<file path="config.mk">
export PLATFORM = sky130hd
export DESIGN_NAME = cdb_arbiter
export DESIGN_NICKNAME = d
export VERILOG_FILES = /design/src/rtl/cdb_arbiter_pkg.sv /design/src/rtl/cdb_arbiter_rr_pick.sv /design/src/rtl/cdb_arbiter.sv
export SDC_FILE = /design/constraint.sdc
export NUM_CORES = 1
export LEC_CHECK = 0
export ABC_AREA = 1
export CAP_MARGIN = 25
export CORE_ASPECT_RATIO = 0.5
export CORE_MARGIN = 5
export CORE_UTILIZATION = 40
export DETAILED_ROUTE_END_ITERATION = 16
export SYNTH_ARGS = -nofsm -noshare
export SYNTH_HDL_FRONTEND = slang
export SYNTH_SLANG_ARGS = --single-unit
</file>
<file path="constraint.sdc">
create_clock -name clock -period 9.75 [get_ports clock]
set_input_delay 2.925 -clock clock [delete_from_list [all_inputs] [get_ports clock]]
set_output_delay 2.925 -clock clock [all_outputs]
set_load 0.02 [all_outputs]
</file>
<file path="src/rtl/cdb_arbiter_pkg.sv">
// Shared CDB definitions: broadcast packet layout, lane count and index helpers.
// The packet fields line up with the ROB completion inputs so the CDB can drive them directly.
package cdb_arbiter_pkg;

   localparam int unsigned PHYS_REG_BITS = 6;
   localparam int unsigned CDB_WIDTH     = 3;

   typedef struct packed {
      logic                     cdb_valid1;
      logic                     cdb_valid2;
      logic                     cdb_valid3;
      logic [PHYS_REG_BITS-1:0] cdb_tag1;
      logic [PHYS_REG_BITS-1:0] cdb_tag2;
      logic [PHYS_REG_BITS-1:0] cdb_tag3;
   } cdb_packet;

   // Increment with explicit wrap, so ring sizes need not be a power of two.
   function automatic int unsigned wrap_inc(input int unsigned idx, input int unsigned n);
      return (idx + 1 >= n) ? 0 : idx + 1;
   endfunction

endpackage

</file>
<file path="src/rtl/cdb_arbiter_rr_pick.sv">
// Combinational rotating-priority picker: first set request at or after i_start, wrapping
// at NumFu. Returns the winner one-hot, a found flag and the winner index.
module cdb_arbiter_rr_pick #(
   parameter int unsigned NumFu = 8
) (
   input  logic [NumFu-1:0]         i_req,
   input  logic [$clog2(NumFu)-1:0] i_start,
   output logic [NumFu-1:0]         o_onehot,
   output logic                     o_found,
   output logic [$clog2(NumFu)-1:0] o_idx
);

   localparam int unsigned IdxW = $clog2(NumFu);

   always_comb begin
      int unsigned      pos;
      logic [IdxW-1:0]  pos_idx;
      o_onehot = '0;
      o_found  = 1'b0;
      o_idx    = '0;
      pos      = 0;
      pos_idx  = '0;
      for (int unsigned k = 0; k < NumFu; k++) begin
         pos = 32'(i_start) + k;
         if (pos >= NumFu) pos = pos - NumFu;
         pos_idx = IdxW'(pos);
         if (!o_found && i_req[pos_idx]) begin
            o_found           = 1'b1;
            o_idx             = pos_idx;
            o_onehot[pos_idx] = 1'b1;
         end
      end
   end

endmodule

</file>
<file path="src/rtl/cdb_arbiter.sv">
// Round-robin CDB scheduler: grants up to three requesting FUs per cycle in rotating order and
// broadcasts their tags one cycle later on the registered three-lane CDB.
module cdb_arbiter
   import cdb_arbiter_pkg::*;
#(
   parameter int unsigned NUM_FU = 8
) (
   input  logic                                  clock,
   input  logic                                  reset,
   input  logic [NUM_FU-1:0]                     fu_req,
   input  logic [NUM_FU-1:0][PHYS_REG_BITS-1:0]  fu_tag,
   output logic [NUM_FU-1:0]                     fu_grant,
   output cdb_packet                             cdb_out
);

   localparam int unsigned PtrW = $clog2(NUM_FU);

   logic [PtrW-1:0]          r_rr_ptr;
   logic [PtrW-1:0]          w_rr_ptr_d;
   cdb_packet                r_cdb;
   cdb_packet                w_cdb_d;

   logic [NUM_FU-1:0]        w_req1, w_req2, w_req3;
   logic [NUM_FU-1:0]        w_oh1, w_oh2, w_oh3;
   logic [CDB_WIDTH-1:0]     w_found;
   logic [PtrW-1:0]          w_idx1, w_idx2, w_idx3;

   // Reset masks requests so nothing is consumed while it is held.
   assign w_req1 = reset ? '0 : fu_req;
   assign w_req2 = w_req1 & ~w_oh1;
   assign w_req3 = w_req2 & ~w_oh2;

   cdb_arbiter_rr_pick #(.NumFu(NUM_FU)) u_pick1 (
      .i_req    (w_req1),
      .i_start  (r_rr_ptr),
      .o_onehot (w_oh1),
      .o_found  (w_found[0]),
      .o_idx    (w_idx1)
   );

   cdb_arbiter_rr_pick #(.NumFu(NUM_FU)) u_pick2 (
      .i_req    (w_req2),
      .i_start  (r_rr_ptr),
      .o_onehot (w_oh2),
      .o_found  (w_found[1]),
      .o_idx    (w_idx2)
   );

   cdb_arbiter_rr_pick #(.NumFu(NUM_FU)) u_pick3 (
      .i_req    (w_req3),
      .i_start  (r_rr_ptr),
      .o_onehot (w_oh3),
      .o_found  (w_found[2]),
      .o_idx    (w_idx3)
   );

   assign fu_grant = w_oh1 | w_oh2 | w_oh3;

   always_comb begin
      w_cdb_d            = '0;
      w_cdb_d.cdb_valid1 = w_found[0];
      w_cdb_d.cdb_valid2 = w_found[1];
      w_cdb_d.cdb_valid3 = w_found[2];
      if (w_found[0]) w_cdb_d.cdb_tag1 = fu_tag[w_idx1];
      if (w_found[1]) w_cdb_d.cdb_tag2 = fu_tag[w_idx2];
      if (w_found[2]) w_cdb_d.cdb_tag3 = fu_tag[w_idx3];
   end

   // Lanes fill densely, so the highest found lane holds the last grant.
   always_comb begin
      w_rr_ptr_d = r_rr_ptr;
      if (w_found[2]) begin
         w_rr_ptr_d = PtrW'(wrap_inc(32'(w_idx3), NUM_FU));
      end else if (w_found[1]) begin
         w_rr_ptr_d = PtrW'(wrap_inc(32'(w_idx2), NUM_FU));
      end else if (w_found[0]) begin
         w_rr_ptr_d = PtrW'(wrap_inc(32'(w_idx1), NUM_FU));
      end
   end

   always_ff @(posedge clock) begin
      if (reset) begin
         r_rr_ptr <= '0;
         r_cdb    <= '0;
      end else begin
         r_rr_ptr <= w_rr_ptr_d;
         r_cdb    <= w_cdb_d;
      end
   end

   assign cdb_out = r_cdb;

endmodule

</file>
# After elaboration in Yosys (flattened, before gate mapping)
# Cells that the tools add are included.
[op_classes]
n_addsub = 18
magnitude_cmp = 30
muxes = 157
n_bitwise = 30
n_reduce_logical = 54
[ops]
columns = ["cell", "count"]
rows = [
  ["8-bit two-way mux", 25],
  ["8-bit bitwise OR", 23],
  ["3-bit two-way mux", 38],
  ["1-bit binary-select mux with 3-bit select", 24],
  ["1-bit two-way mux", 56],
  ["6-bit binary-select mux with 3-bit select", 3],
  ["3-bit by 4-bit less-than comparator with 1-bit output, second input constant", 11],
  ["4-bit greater-or-equal comparator, second input constant", 10],
  ["1-bit logical AND", 29],
  ["1-bit demux with 3-bit select", 8],
  ["3-bit by 1-bit greater-or-equal comparator with 1-bit output, second input constant", 8],
  ["3-bit by 1-bit subtractor with 3-bit output, second input constant", 8],
  ["1-bit logical NOT", 21],
  ["6-bit two-way mux", 3],
  ["3-bit by 1-bit adder with 4-bit output, second input constant", 4],
  ["3-bit by 3-bit adder with 4-bit output, second input constant", 4],
  ["8-bit AND", 2],
  ["8-bit inverter", 2],
  ["3-bit by 2-bit adder with 4-bit output, second input constant", 2],
  ["2-bit OR reduction", 3],
  ["3-bit by 4-bit greater-or-equal comparator with 1-bit output, second input constant", 1],
  ["1-bit inverter", 3],
  ["3-bit nonzero test", 1],
]
[word_totals]
reg_bits = 24
in_bits = 58
output_inout_bits = 29
wordCells = 296

# Depth between registers and ports, before layout
[depth]
ltp_word = 82
depth_mapped = 49
mapped_depth_nobuf = 43

# Modules after synthesis
# From an unflattened synthesis, not the netlist that was laid out.
[hier_totals]
cells_unflattened = 1316
hier_area_um2 = 7126.8
[modules_own_cells]
columns = ["module", "instances", "cells_per_inst", "area_each_um2", "seq_area_each_um2"]
rows = [
  ["cdb_arbiter_rr_pick (u_pick1 ...)", 2, 303, 1577.8, 0.0],
  ["cdb_arbiter", 1, 405, 2409.8, 480.5],
  ["cdb_arbiter_rr_pick (u_pick3)", 1, 305, 1561.5, 0.0],
]

# Least setup slack after synthesis
# OpenSTA, ideal clock, no wires.
[synth_path]
path_type = "input port to output port"
startpoint = "in reset"
endpoint = "out fu_grant[0]"
arrival_ns = 6.666
slack_ns = 0.159
cell_stages = 31
cell_sequence = "buf_6 inv_4 buf_6 nand3_1 nand3_1 nand2_1 o21bai_2 nand3_2 inv_2 nand2_2 nand3_2 inv_2 nand3b_1 nand3_2 nand2_2 nand2_1 nand2_2 nand3_4 nor2_4 nand2_2 nor2_4 nand4_1 nand4_1 nand3_1 nand3_2 nand3_4 nor2_4 nand2_4 nor2_4 nand2_4 o2111ai_1"
[synth_via]
elab_chain_len = 78
[synth_rtl]
columns = ["element", "line_no", "source"]
rows = [
  ["from (decl)", "cdb_arbiter.sv:9", "input logic reset,"],
  ["8-bit two-way mux *", "cdb_arbiter.sv:29", "assign w_req1 = reset ? '0 : fu_req;"],
  ["1-bit binary-select mux with 3-bit select", "cdb_arbiter_rr_pick.sv:27", "if (!o_found && i_req[pos_idx]) begin"],
  ["1-bit two-way mux (not written as such)", "cdb_arbiter_rr_pick.sv:27", ""],
  ["1-bit two-way mux", "cdb_arbiter_rr_pick.sv:27", ""],
  ["1-bit logical NOT", "cdb_arbiter_rr_pick.sv:27", ""],
  ["1-bit logical AND", "cdb_arbiter_rr_pick.sv:27", ""],
  ["1-bit two-way mux", "cdb_arbiter_rr_pick.sv:27", ""],
  ["1-bit logical NOT", "cdb_arbiter_rr_pick.sv:27", ""],
  ["[... 62 more ...]", "n/a", ""],
  ["1-bit two-way mux", "cdb_arbiter_rr_pick.sv:27", ""],
  ["1-bit logical NOT", "cdb_arbiter_rr_pick.sv:27", ""],
  ["1-bit logical AND", "cdb_arbiter_rr_pick.sv:27", ""],
  ["1-bit two-way mux", "cdb_arbiter_rr_pick.sv:27", ""],
  ["1-bit logical NOT", "cdb_arbiter_rr_pick.sv:27", ""],
  ["1-bit logical AND", "cdb_arbiter_rr_pick.sv:27", ""],
  ["8-bit two-way mux", "cdb_arbiter_rr_pick.sv:27", ""],
  ["8-bit bitwise OR *", "cdb_arbiter.sv:57", "assign fu_grant = w_oh1 | w_oh2 | w_oh3;"],
  ["to (decl)", "cdb_arbiter.sv:12", "output logic [NUM_FU-1:0] fu_grant,"],
]
# Mark *: on every way between the ends. The rest lies on a longest branch, timed or not. The select of a mux whose other input is x is not followed.

# Worst setup path after layout
[layout_path]
startpoint = "in fu_req[7]"
endpoint = "out fu_grant[0]"
[layout_via]
elab_chain_len = 78
[layout_rtl]
columns = ["element", "line_no", "source"]
rows = [
  ["from (decl)", "cdb_arbiter.sv:10", "input logic [NUM_FU-1:0] fu_req,"],
  ["8-bit two-way mux *", "cdb_arbiter.sv:29", ""],
  ["1-bit binary-select mux with 3-bit select", "cdb_arbiter_rr_pick.sv:27", ""],
  ["1-bit two-way mux (not written as such)", "cdb_arbiter_rr_pick.sv:27", ""],
  ["1-bit two-way mux", "cdb_arbiter_rr_pick.sv:27", ""],
  ["1-bit logical NOT", "cdb_arbiter_rr_pick.sv:27", ""],
  ["1-bit logical AND", "cdb_arbiter_rr_pick.sv:27", ""],
  ["1-bit two-way mux", "cdb_arbiter_rr_pick.sv:27", ""],
  ["1-bit logical NOT", "cdb_arbiter_rr_pick.sv:27", ""],
  ["[... 62 more ...]", "n/a", ""],
  ["1-bit two-way mux", "cdb_arbiter_rr_pick.sv:27", ""],
  ["1-bit logical NOT", "cdb_arbiter_rr_pick.sv:27", ""],
  ["1-bit logical AND", "cdb_arbiter_rr_pick.sv:27", ""],
  ["1-bit two-way mux", "cdb_arbiter_rr_pick.sv:27", ""],
  ["1-bit logical NOT", "cdb_arbiter_rr_pick.sv:27", ""],
  ["1-bit logical AND", "cdb_arbiter_rr_pick.sv:27", ""],
  ["8-bit two-way mux", "cdb_arbiter_rr_pick.sv:27", ""],
  ["8-bit bitwise OR *", "cdb_arbiter.sv:57", ""],
]
# Marked as above.

==> implementation parameters <==
Parameter                              Value

Finish
  Area occupied by registers ... 480 µm²
  Fill cell total of the finished layout ... ~1300
  Growth of design area from synthesis to finish ... 61.9%
  Layout cell share with drive strength beyond 1 ... 0.361
  Final Instance Count excl. Fillers ... between 1500 and 2000
  Commonest non-fill, non-tap cells in the layout ... sky130_fd_sc_hd__buf_4 (224), sky130_fd_sc_hd__nand2_1 (192), sky130_fd_sc_hd__nand3_1 (151), sky130_fd_sc_hd__nor2_1 (98), sky130_fd_sc_hd__inv_1 (74)
  Multi-input gate area ... between 0.005 and 0.006 mm²
  Area of all placed cells without fillers ... between 0.009 and 0.01 mm²
  Final net count ... 1413
  Most common cell after layout, fill and taps aside ... sky130_fd_sc_hd__buf_4
  Antenna Cells ... 0

Detailed routing
  Post-DR wirelength/cell ... around 22 µm
  WL final ... approximately 34 mm
  Total vias in the final route ... between 9000 and 10000
  DR DRC count ... 0
  DR vias/cell ... 6.26
  Count of TritonRoute iterations in the first routing pass ... 6
  Antenna Nets Post-Route ... 0
  Count of routing violations after the opening detailed-route iteration ... ~1700

Critical path
  CP max FO ... 6
  Critical Path Max Stage Delay ... roughly 0.28 ns
  CP Data Arrival Time ... ~7.7 ns
  Element type at the critical path start ... input port
  CP Class ... input port to primary output
  Element type at the critical path end ... primary output
  Required time reported for the critical path endpoint ... 6.83 ns
  CP most frequent cell ... sky130_fd_sc_hd__nand2_1
  Slowest cell on the critical path ... sky130_fd_sc_hd__dlygate4sd2_1

Run status
  Violated checks ... setup timing
  Outcome ... finished with violations

STA
  Hold Violations, Final ... 0
  Tcrit/Tclk final ... 1.09
  Actual slew at the worst max-slew pin ... 0.994 ns
  Headroom to the max-slew limit ... 0.333
  Setup ws final ... -0.866 ns
  Max-slew violation count ... 0
  Min cycle time layout ... ~11 ns
  Largest clock skew in the final design ... 0.00282 ns
  Unrepaired setup endpoints after global routing ... true
  Setup violation total in the final timing report ... 8
  Achievable frequency ... 94.2 MHz

Clock network
  Count of hold-fix buffers inserted at cts ... 0
  Clock insertion delay at the later pin of the skew report ... 0.26 ns
  CTS buffer count ... 3
  TritonCTS clock tree ... built
  Number of buffers on the longest clock path ... 2
  CTS H-tree depth ... 1
  Register clock-pin slew on the reported worst setup and hold paths ... 0.07 ns
  Root Driver ... sky130_fd_sc_hd__clkbuf_16
  Sink count of the clock tree ... 24

Place
  Detailed-placement wirelength estimate ... 23.9 mm
  Routability-driven placement congestion ratio ... 1.08
  Placed Area ... 0.00805 mm²
  Worst setup slack after placement ... -1.76 ns
  Port-buffer cells ... 86
  Instance count after placement with tap cells included ... roughly 1500

Flow run
  Max-cap viol count ... 0

Die
  Area of the die ... 0.0177 mm²
  Initial cell density of the core ... 0.411
  Die Ht ... 96.6 µm
  Boundary Pins ... slightly below 90
  Total core area ... approximately 0.015 mm²
  Number of standard-cell rows in the floorplan ... 31
  Width of the die ... about 180 µm

Synthesis
  Synthesis warning total ... 0
  Number of instances in the synthesized netlist ... ~1100
  Part of the Yosys area used for sequential elements ... 0.0801
  Seq cells post-synth ... 24
  Post-synthesis instance area ... 0.00600 mm²
  Number of nets produced by synthesis ... 1128
  Mapped Avg Cell Area ... approximately 5.7 µm²
  Yosys top cell by area ... sky130_fd_sc_hd__nand3_1
  Leading cell types by total area after synthesis ... sky130_fd_sc_hd__nand3_1 (17%), sky130_fd_sc_hd__nand2_1 (13%), sky130_fd_sc_hd__dfxtp_1 (8.0%), sky130_fd_sc_hd__nor2_1 (7.4%), sky130_fd_sc_hd__nand4_1 (6.4%)
  Area share of the largest cell type after synthesis ... 0.168
  Unique cell type count in the Yosys netlist ... just over 50

Global routing
  Vias in the first global route ... 8689
  Global routing usage summed across all routing layers ... 0.355
  Global-route wire length before repair ... between 40 and 50 mm
  Maximum number of pins on one net before global-route repair ... 36
  Aggregate global routing overflow ... 0
  Antenna violations before repair ... 0

Worst hold path
  Min-Delay Path Class ... register to register
cell usage after synthesis, drive strengths merged:
cell / instances
nand2: 239
nand3: 226
nor2: 136
inv: 102
o21ai: 72
nand4: 63
a21oi: 36
buf: 33
dfxtp: 24
nor3: 23
clkbuf: 18
o211ai: 16
o21bai: 10
ha: 9
a211oi: 7
a31oi: 7
o221ai: 7
clkinv: 6
o2111ai: 5
o211a: 4
a221oi: 3
o22ai: 3
a2111oi: 2
nand3b: 2
o311a: 2
o311ai: 2
or2: 2
a22oi: 1
nor4: 1
flip-flops by register name, indices dropped and copies added, names as in the netlist:
signal    count
r_rr_ptr      3
cdb_out      21
metal layers:
metal,vias to the layer above,GRT usage,share of wire
li1,4281,-,-
met1,4427,0.474,0.39
met2,805,0.558,0.42
met3,142,0.113,0.16
met4,0,0.0942,0.035
met5,-,0,0
what timing repair did:
action	CTS	global route
gates resized for setup	182	83
buffers inserted	54	28
setup endpoints to repair	8	8
cloned	2	0
pin swaps	53	80
worst max-delay path, delay by kind of cell:
| family | cells | cell delay, ns |
|---|---|---|
| AND/OR/NAND/NOR | 23 | 2.88 |
| buffers and inverters | 10 | 1.50 |
| AO/OA/AOI/OAI | 3 | 0.38 |
cell type report:
class | instances | area share
Multi-Input combinational cell | 879 | 0.579
Timing Repair Buffer | 329 | 0.290
Sequential cell | 24 | 0.0495
Inverter | 108 | 0.0438
Tap cell | 198 | 0.0255
Clock buffer | 3 | 0.00773
Clock inverter | 1 | 0.00309
Timing Repair inverter | 1 | 0.000773
metrics by stage:
step                      hold slack (ns)  setup TNS [ns]   util
after floorplan                     0.698               0      -
after global placement              0.694          -13.56  0.552
after detailed placement            0.701          -13.69  0.552
after CTS                           0.731           -5.08  0.623
after global routing                0.801           -8.13  0.666
final                               0.762           -6.58  0.666
kinds of logic after synthesis:
family                   after synthesis  share of synthesized area
adder cells (fa/ha/maj)                9                     0.0188
flip-flops                            24                     0.0801
AO/OA/AOI/OAI                        177                      0.188
AND/OR/NAND/NOR                      692                      0.593
buffers and inverters                159                      0.119
final timing paths:
kind                                 start                  endpoint  slack (ns)  depth (start not counted)
setup / recovery                 fu_req[7]               fu_grant[0]       -0.87                         36
hold reg to reg   r_rr_ptr[2]$_SDFFE_PP0P_  r_rr_ptr[2]$_SDFFE_PP0P_        0.76                          2
setup reg to reg  r_rr_ptr[0]$_SDFFE_PP0P_  r_rr_ptr[1]$_SDFFE_PP0P_        2.23                         45
hold / removal    r_rr_ptr[2]$_SDFFE_PP0P_  r_rr_ptr[2]$_SDFFE_PP0P_        0.76                          2
Power is left out: the tool's default activity adds up to more than one toggle a clock period on the data nets, which glitch-free logic cannot reach.
==> variant 1: new RTL, config.mk and constraints unchanged <==
Make the reset (`reset`) asynchronous in one clocked block.
--- a/src/rtl/cdb_arbiter.sv
+++ b/src/rtl/cdb_arbiter.sv
@@ -80,3 +80,3 @@
 
-   always_ff @(posedge clock) begin
+   always_ff @(posedge clock or posedge reset) begin
       if (reset) begin
Behaviour: differs if reset is asserted again (counterexample within 4 cycles, from zero or initial values and one cycle with reset high); with reset held inactive, the same outputs for 4 cycles.
==> variant 1 against the unedited design <==
The run still ends with negative setup slack left; die area fell by 0.69%; sequential cell count is the same; setup slack lost 0.023 ns; synthesized area is 0.75% lower; cell area increased by 3.2%; routed wire length shrank 1.1%.
Power is left out: the tool's default activity adds up to more than one toggle a clock period on the data nets, which glitch-free logic cannot reach.
==> variant 1: results <==
[placement]
gp_congestion = 1.03
dpl_cell_area_sq_um = 8260
dp_hpwl_mm = 23.5
dp_slack_ns = -1.99

[logic_synthesis]
ys_seq_area_share_pct = 10.1
ys_types = 50
async_flop_share_pct = 100
synth-compound-area-share_pct = 17.8
synth_flop_cell = dfrtp_1
synth-xor-area-share_pct = 0
synthTopCellsByCount = nand2_1, nand3_1, nor2_1
ys_top_cells_by_area = nand3_1, nand2_1, dfrtp_1
syn_nets = 1142
synth_mux_area_share_pct = 0
synthAdderAreaFrac_pct = 1.89

[finish]
drive_above_1_share_pct = 36.7
fillCellCount = 1248
final_nets = 1458
n_antenna_cell = 0
largest_reg_flops = 21
seqCellArea_sq_um = 601

[sta]
final_hold_viol_count = 0
setup_viol = 8
finClkSkew_ns = 0.00909
relSlewSlack_pct = 39.5
finalWorstSetupSlack_ns = -0.890

[grt]
grt_max_degree = 35
grt_pass1_vias = 8935
grt_usage_pct = 34.9
grt_pass1_wl_mm = 48.1

[routing]
drt_iter0_drc = 1628
via_count = 9883
wl_per_cell_um = 21.1

[clock_tree]
cts_buffer_depth = 2
clockRootBuffer = clkbuf_16
clk_pin_slew_ns = 0.06
htreeDepth = 1
cts_buffers = 3

[worst_setup_path]
cp_top_family = simple AND/OR/NAND/NOR gates
slowest_delay_ns = 0.27
cp_slowest_cell = nor3_4
rrSetupSlack_ns = 2.29

[min_path]
hp-class = flip-flop to flip-flop

[status]
violations = negative setup slack
outcome = complete, but fails checks
==> variant 1: repair_timing <==
item	CTS	global route
endpoints found under the setup margin	8	8
pin swaps	45	94
gates resized for setup	172	136
cloned	2	1
setup buffers	48	35
==> variant 1: metal layers <==
layer  routed length, um  track usage, %
met1               13400            46.0
met2               13600            53.7
met3                4860            10.6
met4                1660            14.2
met5                   0               0
==> variant 1: through the flow <==
| step | TNS, ns | cells | hold slack (ns) |
|---|---|---|---|
| 3_3_place_gp | -13.60 | 1498 | 0.728 |
| 3_5_place_dp | -14.36 | 1498 | 0.750 |
| 4_1_cts | -5.07 | 1552 | 0.788 |
| 6_report | -6.93 | 1588 | 0.817 |
| 2_1_floorplan | 0 | 1075 | 0.734 |
| 5_1_grt | -8.27 | 1588 | 0.907 |
==> variant 1: final cells by class <==
class / count / share of cell area (%)
Clock inverter: 1 / 0.300
Multi-Input combinational cell: 870 / 54.9
Inverter: 133 / 5.17
Tap cell: 198 / 2.47
Sequential cell: 24 / 5.99
Timing Repair Buffer: 358 / 30.4
Clock buffer: 3 / 0.749
Timing Repair inverter: 1 / 0.0749
==> variant 1: worst reg2reg max path, delay by kind of cell (launching register included) <==
| family | cells | cell delay (ns) |
|---|---|---|
| fa+ha+maj | 2 | 0.79 |
| simple gates | 26 | 3.35 |
| buf+inv | 12 | 2.46 |
| flops | 1 | 0.37 |
| compound gates | 2 | 0.45 |
==> variant 1: worst paths after layout <==
| check | from | end | cells after the start |
|---|---|---|---|
| worst max-delay path | reset | fu_grant[3] | 34 |
| worst min-delay path | r_rr_ptr[1] | r_rr_ptr[1] | 2 |
| worst max register to register | r_rr_ptr[1] | r_rr_ptr[2] | 42 |
| worst min register to register | r_rr_ptr[1] | r_rr_ptr[1] | 2 |
| max in group asynchronous | reset | r_rr_ptr[2] | 6 |
| min in group asynchronous | reset | cdb_out[6] | 6 |
==> variant 1: logic make-up (layout without fill, tap and decap cells) <==
group | Yosys count | after routing
and+or+nand+nor | 697 | 698
buffers and inverters | 182 | 496
AOI/OAI and AO/OA | 163 | 163
DFF | 24 | 24
adders and majority gates | 9 | 9
==> variant 2: new RTL, same flow settings <==
Made on the original files. `PHYS_REG_BITS`: 6 -> 12.
--- a/src/rtl/cdb_arbiter_pkg.sv
+++ b/src/rtl/cdb_arbiter_pkg.sv
@@ -4,3 +4,3 @@
 
-   localparam int unsigned PHYS_REG_BITS = 6;
+   localparam int unsigned PHYS_REG_BITS = 12;
    localparam int unsigned CDB_WIDTH     = 3;
Ports: changed (resized cdb_out and fu_tag); port bits go from 87 to 153. No check against the original RTL was run, so the function may have changed too.
==> variant 2 against the unedited design <==
The flow still finishes with violations (negative setup slack); die area grew 24%; setup slack lost 0.20 ns; routed wire length grew 31%; sequential cell count grew 18; critical path depth grew 1; synthesized area grew 26%; count of clock-buffer cells in the layout grew 3; cell area grew 24%.
Power is not shown: default switching activity piles up to over one toggle a cycle in this logic, so the estimate is an artifact.
==> variant 2: results <==
[min_path]
min_path_cells = 3

[sta]
relSlewSlack_pct = 35.0
finClkSkew_ns = 0.00438
hold_slack_ns = 0.863
setup_viol = 8
finalWorstSetupSlack_ns = -1.06

[status]
violations = negative setup slack
outcome = complete, but fails checks

[clock_tree]
clk_latency_ns = 0.29
htreeDepth = 2

[logic_synthesis]
ys_seq_area_share_pct = 11.1
ys_top_cells_by_area = nand3_1, nand2_1, dfxtp_1

[finish]
largest_reg_flops = 39
final_nets = 1836
drive_above_1_share_pct = 29.9

[worst_setup_path]
r2r-start = r_rr_ptr[1]
r2r_cells = 42
r2r-end = cdb_out[7]
critPathMaxFanout = 8

[routing]
viasPerCell = 6.24
via_count = 12400
drt_iter0_drc = 2018

[placement]
place_inst = 1895
dp_slack_ns = -1.96

[grt]
antenna_found_initial = 2
grt_usage_pct = 37.7
-- variant 2: how the worst max path moves through the flow --
stage,startpoint,to,slack (ns)
2_1_floorplan,reset,fu_grant[5],0.006
3_3_place_gp,reset,fu_grant[5],-1.95
3_5_place_dp,reset,fu_grant[5],-1.96
4_1_cts,reset,fu_grant[0],-0.76
5_1_grt,reset,fu_grant[1],-1.26
6_report,reset,fu_grant[1],-1.06
-- variant 2: cell type report --
class	count	area (sq um)
inverter	122	473
timing repair inverter	1	7.51
timing repair buffer	426	3680
tap	259	324
antenna	1	2.50
sequential	42	841
fill	1690	6430
clock buffer	6	129
clock inverter	2	13.8
multi-input combinational	1123	6570
-- variant 2: cell families (layout without fill, tap and decap cells) --
family | count (synthesis) | count (layout) | synth area share (%)
and+or+nand+nor | 883 | 884 | 56.7
AOI/OAI and AO/OA | 230 | 230 | 18.8
buffers and inverters | 208 | 557 | 11.9
DFF | 42 | 42 | 11.1
adders and majority gates | 9 | 9 | 1.49
other | 0 | 1 | 0
-- variant 2: per-layer routing --
layer  vias up  global-route usage, %  part of all wire (%)
li1       5461                      -                     -
met1      5650                   51.1                    39
met2      1052                   58.5                    42
met3       200                   8.01                    14
met4         4                   15.3                   5.1
met5         -                      0                 0.061
-- variant 2: worst max-delay path, delay by kind of cell --
family                 cells  cell delay [ns]
AO/OA/AOI/OAI              4             0.55
buffers and inverters      5             0.81
AND/OR/NAND/NOR           28             3.59
-- variant 2: timing repair --
item / 4_1_cts / 5_1_grt
pin swaps: 69 / 74
resized for setup: 170 / 95
hold buffers: 0 / 0
gates cloned: 1 / 1
setup endpoints to repair: 8 / 8
buffers inserted: 54 / 25
-- variant 2: metrics by stage --
step           instance area, sq um  setup TNS (ns)
2_1_floorplan                  7550               0
3_3_place_gp                  10500          -15.24
3_5_place_dp                  10500          -15.33
4_1_cts                       11500           -5.94
5_1_grt                       12000           -9.36
6_report                      12000           -8.02
